<file path="config.mk">
export PLATFORM = sky130hd
export DESIGN_NAME = tetromino_bag_flat
export DESIGN_NICKNAME = d
export VERILOG_FILES = /design/src/rtl/tetromino_bag_if.sv /design/src/rtl/tetromino_bag.sv /design/src/flat_wrapper.sv
export SDC_FILE = /design/constraint.sdc
export NUM_CORES = 1
export LEC_CHECK = 0
export ABC_AREA = 1
export BUFFER_PORTS_ARGS = -buffer_cell sky130_fd_sc_hd__buf_2
export CAP_MARGIN = 20
export CORE_ASPECT_RATIO = 1.75
export CORE_MARGIN = 10
export CORE_UTILIZATION = 51
export DETAILED_ROUTE_END_ITERATION = 8
export PLACE_DENSITY = 0.75
export SLEW_MARGIN = 20
export SYNTH_ARGS = -nofsm -noshare
export SYNTH_HDL_FRONTEND = slang
export SYNTH_SLANG_ARGS = --single-unit
</file>
<file path="constraint.sdc">
create_clock -name clk -period 4.3 [get_ports clk]
set_input_delay 0.43 -clock clk [delete_from_list [all_inputs] [get_ports clk]]
set_output_delay 0.43 -clock clk [all_outputs]
set_load 0.05 [all_outputs]
</file>
<file path="src/rtl/tetromino_bag_if.sv">
// tetromino_bag_if: piece handshake plus random-word feed between the bag and its consumer.
interface tetromino_bag_if #(parameter int RAND_W = 15);
  logic [RAND_W-1:0] rand_in;
  logic              piece_ready;
  logic              piece_valid;
  logic [2:0]        piece_id;
  logic [2:0]        bag_remaining;
  modport master (input rand_in, piece_ready, output piece_valid, piece_id, bag_remaining);
  modport slave (output rand_in, piece_ready, input piece_valid, piece_id, bag_remaining);
endinterface

</file>
<file path="src/rtl/tetromino_bag.sv">
// tetromino_bag: 7-bag tetromino randomizer with bounded retries and lowest-free fallback.
module tetromino_bag #(
  parameter int RAND_W    = 15,
  parameter int RETRY_MAX = 15
) (
  input logic              clk,
  input logic              nreset,
  tetromino_bag_if.master  bus
);
  localparam int RW = $clog2(RETRY_MAX + 1);
  typedef enum logic {FILL, HOLD} state_t;
  state_t        state_q;
  logic [6:0]    mask_q, mask_d, grown;
  logic [2:0]    piece_q, cand, low, pick;
  logic [RW-1:0] retry_q;
  logic [7:0]    used;
  logic          accept, load, unused_hi;
  assign unused_hi = ^bus.rand_in[RAND_W-1:3];
  assign cand   = bus.rand_in[2:0];
  assign used   = {1'b1, mask_q};
  assign accept = !used[cand];
  assign load   = accept || retry_q == RW'(RETRY_MAX);
  // FILL never sees a full mask, so some bit is always free here
  always_comb begin
    low = 3'd0;
    for (int i = 6; i >= 0; i--)
      if (!mask_q[i]) low = 3'(i);
  end
  assign pick   = accept ? cand : low;
  assign grown  = mask_q | (7'd1 << pick);
  assign mask_d = &grown ? 7'h00 : grown;
  always_ff @(posedge clk or negedge nreset)
    if (!nreset) begin
      state_q <= FILL;
      mask_q  <= '0;
      piece_q <= '0;
      retry_q <= '0;
    end else if (state_q == FILL) begin
      if (load) begin
        piece_q <= pick;
        mask_q  <= mask_d;
        state_q <= HOLD;
      end else
        retry_q <= retry_q + RW'(1);
    end else if (bus.piece_ready) begin
      state_q <= FILL;
      retry_q <= '0;
    end
  assign bus.piece_valid   = state_q == HOLD;
  assign bus.piece_id      = piece_q;
  assign bus.bag_remaining = 3'(7 - $countones(mask_q));
endmodule

</file>
<file path="src/flat_wrapper.sv">
// flat-port wrapper written by rule: the top's interface ports become plain ports
module tetromino_bag_flat 
#(
  parameter int RAND_W    = 15,
  parameter int RETRY_MAX = 15
)
  (clk, nreset, bus_rand_in, bus_piece_ready, bus_piece_valid, bus_piece_id, bus_bag_remaining);
  tetromino_bag_if #(.RAND_W(RAND_W)) bus_i ();
  input logic clk;
  input logic nreset;
  input wire logic [$bits(bus_i.rand_in)-1:0] bus_rand_in;
  input wire logic [$bits(bus_i.piece_ready)-1:0] bus_piece_ready;
  output wire logic [$bits(bus_i.piece_valid)-1:0] bus_piece_valid;
  output wire logic [$bits(bus_i.piece_id)-1:0] bus_piece_id;
  output wire logic [$bits(bus_i.bag_remaining)-1:0] bus_bag_remaining;
  assign bus_i.rand_in = bus_rand_in;
  assign bus_i.piece_ready = bus_piece_ready;
  assign bus_piece_valid = bus_i.piece_valid;
  assign bus_piece_id = bus_i.piece_id;
  assign bus_bag_remaining = bus_i.bag_remaining;
  tetromino_bag #(.RAND_W(RAND_W), .RETRY_MAX(RETRY_MAX)) u_core (.clk(clk), .nreset(nreset), .bus(bus_i));
endmodule
</file>
==> results by group <==
Run status
  • Status: finished clean

Floorplan
  • Core Area: 0.00230 mm2
  • I/O pin count: 25
  • Die height: 85.1 um
  • Die area: 0.00487 mm2
  • Rows: 23
  • Die width: ~57 um
  • Initial Utilization: between 50% and 60%

Min path
  • Hold Path Class: primary input to asynchronous set/reset pin

Placed design
  • GP Congestion: 0.826
  • Detailed Place HPWL: ~2.1 mm
  • Port bufs: 12

Detailed routing
  • Via count: 1029
  • DRC violations left: 0
  • Wire per inst: 13.3 um
  • Antenna Nets Post-Route: 0
  • Drt via density: 5.25
  • Detailed Route Iter0 Violations: 38
  • DRT Pass-1 Iters: 4
  • Final Routed Wirelength: 2.61 mm

Synth
  • Post-synth top area share: 30.4%
  • Synth Area in XOR/XNOR: less than 1%
  • Cell count after synthesis: 156
  • Most frequent cells after synthesis: nand2_1 (29), inv_1 (23), dfrtp_1 (15), nand3_1 (14), nor2_1 (13)
  • Synthesized flop and latch total: 15
  • Synth Area in Simple Gates: 37.2%
  • Area contributors post-synth: dfrtp_1 (30%), nand2_1 (8.8%), fa_1 (8.1%)
  • Post-Syn Area: 0.00124 mm2
  • Post-synthesis sequential area ratio: 30.4%
  • Syn Area/Cell: around 7.9 um2
  • Largest family of logic cells by synthesized area: simple AND/OR/NAND/NOR gates
  • Cell taking the most area after synthesis: dfrtp_1
  • Compound-gate portion of the synthesized area: 7.89%
  • Yosys cell types: 26
  • Syn. warnings: 0
  • Mux cell area share after synthesis: 0.810%
  • Post-synthesis async set-or-reset flop share: 100%
  • Post-synth EDFFs: 0
  • Top-count cell post-synth: nand2_1
  • Top_reg_cell synth: dfrtp_1
  • Synth Area in Adders: 14.2%
  • Mapped Nets: 185

Setup path
  • Crit-path cells: fa_1 -> fa_1 -> fa_1 -> inv_1 -> fa_1 -> buf_2
  • CP top delay family: adder cells
  • CP required: between 3 and 4 ns
  • Worst Reg-to-Reg Cells: 12
  • Crit path depth: 6
  • CP endpoint kind: output port
  • Startpoint Class: flip-flop
  • Slowest CP cell: fa_1
  • FF-to-FF setup slack: 2.33 ns
  • Worst reg2reg endpoint: u_core.mask_q[1]
  • Critical Setup Path Class: flip-flop to output port
  • CP Launch Point: u_core.mask_q[2]
  • Critical path buffers and inverters: 2
  • CP max stage delay: 0.53 ns
  • Worst path most repeated cell: fa_1
  • Worst R2R Start: u_core.mask_q[5]
  • Maximum net fanout on the critical path: 7
  • Worst EP arrival: roughly 2.9 ns
  • Crit path to: bus_bag_remaining[1]

Clock tree
  • Htree depth: 1
  • Root buffer cell: clkbuf_8
  • CTS tree: built
  • Latest clock arrival within the worst-skew pair: around 0.25 ns
  • Total CTS buffers: 3
  • Worst-path clk slew: 0.06 ns
  • CTS resizes: 0
  • Hold Buf Count CTS: 0
  • # clock sinks: 15
  • Clock buffer depth: 2
  • Post-CTS setup buffer count: 0

Flow run
  • Max Cap Viol: 0

STA
  • Fmax: roughly 300 MHz
  • Setup Skew: 0.000956 ns
  • Final cycle utilization of the critical path: 76.3%
  • Worst-margin pin slew: 0.376 ns
  • Worst rel slew slack: about three quarters
  • Final Hold Fails: 0
  • RSZ-0062 raised after global routing: no
  • Pins Over Slew Limit: 0
  • Min cycle time layout: 3.28 ns
  • Setup TNS: 0 ns
  • Final setup fails: 0

Global routing
  • All-Layer GR Usage: 11.4%
  • Pin count of the biggest net entering global routing: 16
  • Initial antenna violation count: 0
  • Grt total ovfl: 0
  • First-pass GRT wire length: 4.64 mm
  • Vias in the first global route: 1111

Final layout
  • Share of cells above drive strength 1: 26.3%
  • Layout fillers: between 200 and 250
  • Area delta synth->final: 10.6%
  • Multi-input gate area: 752 um2
  • Reg area: 375 um2
  • Final net count: 201
  • Number of diodes: 0
[stage by stage]
step                hold WS [ns]  cell area [um2]  std cells  util, %  setup WS, ns
global route              0.0919             1370        196     59.4         0.867
floorplan                  0.134             1240        156        -         0.939
CTS                       0.0903             1370        196     59.4          1.00
finish                    0.0764             1370        196     59.4          1.02
global placement           0.340             1320        192     57.4          1.28
detailed placement         0.353             1320        192     57.4          1.27
[flip-flops by register name (all words and copies together), names as in the netlist]
register and cells:
u_core.bus.piece_id 3, u_core.mask_q 7, u_core.retry_q 4, u_core.bus.piece_valid 1
[worst min path at each step]
stage | startpoint | to | cells after the start
floorplan | nreset | u_core.bus.piece_id[0] | 0
global placement | nreset | u_core.bus.piece_id[2] | 1
detailed placement | nreset | u_core.bus.piece_id[2] | 1
CTS | nreset | u_core.mask_q[1] | 1
global route | nreset | u_core.mask_q[1] | 1
finish | nreset | u_core.bus.piece_id[2] | 1
[metal layers]
metal	up-vias	track usage (%)	share of wire, %	wire length [um]
met4	0	6.44	3.8	99
met1	478	10.3	37	979
met3	11	2.09	3.2	83
met5	-	0	0	0
met2	22	22.0	56	1450
li1	518	-	-	-
[kinds of logic after synthesis]
kind of cell / after synthesis
and+or+nand+nor: 83
DFF: 15
adders and majority gates: 11
buffers and inverters: 28
muxes: 1
xor gates and xnor gates: 1
AOI/OAI and AO/OA: 17
[cell usage in the layout, fill, tap and decap left out, types with 2 or more instances in the layout]
| cell | synthesis | final |
|---|---|---|
| clkbuf_8 | 0 | 3 |
| inv_2 | 3 | 3 |
| a21oi_1 | 8 | 8 |
| nand2_1 | 29 | 29 |
| nand3_2 | 5 | 5 |
| nand3_1 | 14 | 14 |
| nand2_4 | 6 | 6 |
| nand2_2 | 8 | 8 |
| nor2_4 | 3 | 3 |
| a31oi_1 | 2 | 2 |
| fa_1 | 5 | 5 |
| nor2_1 | 13 | 13 |
| dfrtp_1 | 15 | 15 |
| inv_1 | 23 | 23 |
| nor3_1 | 2 | 2 |
| o21ai_0 | 4 | 4 |
| ha_1 | 6 | 6 |
| buf_2 | 1 | 12 |
[layout make-up]
| cell class | count | area share, % |
|---|---|---|
| Inverter | 27 | 7.59 |
| Tap cell | 25 | 2.29 |
| Sequential cell | 15 | 27.4 |
| Multi-Input combinational cell | 113 | 55.0 |
| Timing Repair Buffer | 12 | 4.39 |
| Clock buffer | 4 | 3.29 |
[worst register-to-register path: cells and delay by family, from the launching register on]
family | cells | cell delay (ns)
DFF | 1 | 0.42
adders and majority gates | 1 | 0.18
and+or+nand+nor | 8 | 0.86
buffers and inverters | 1 | 0.10
AOI/OAI and AO/OA | 2 | 0.30
Power is left out: the tool's default activity adds up to more than one toggle a clock period on the data nets, which glitch-free logic cannot reach.
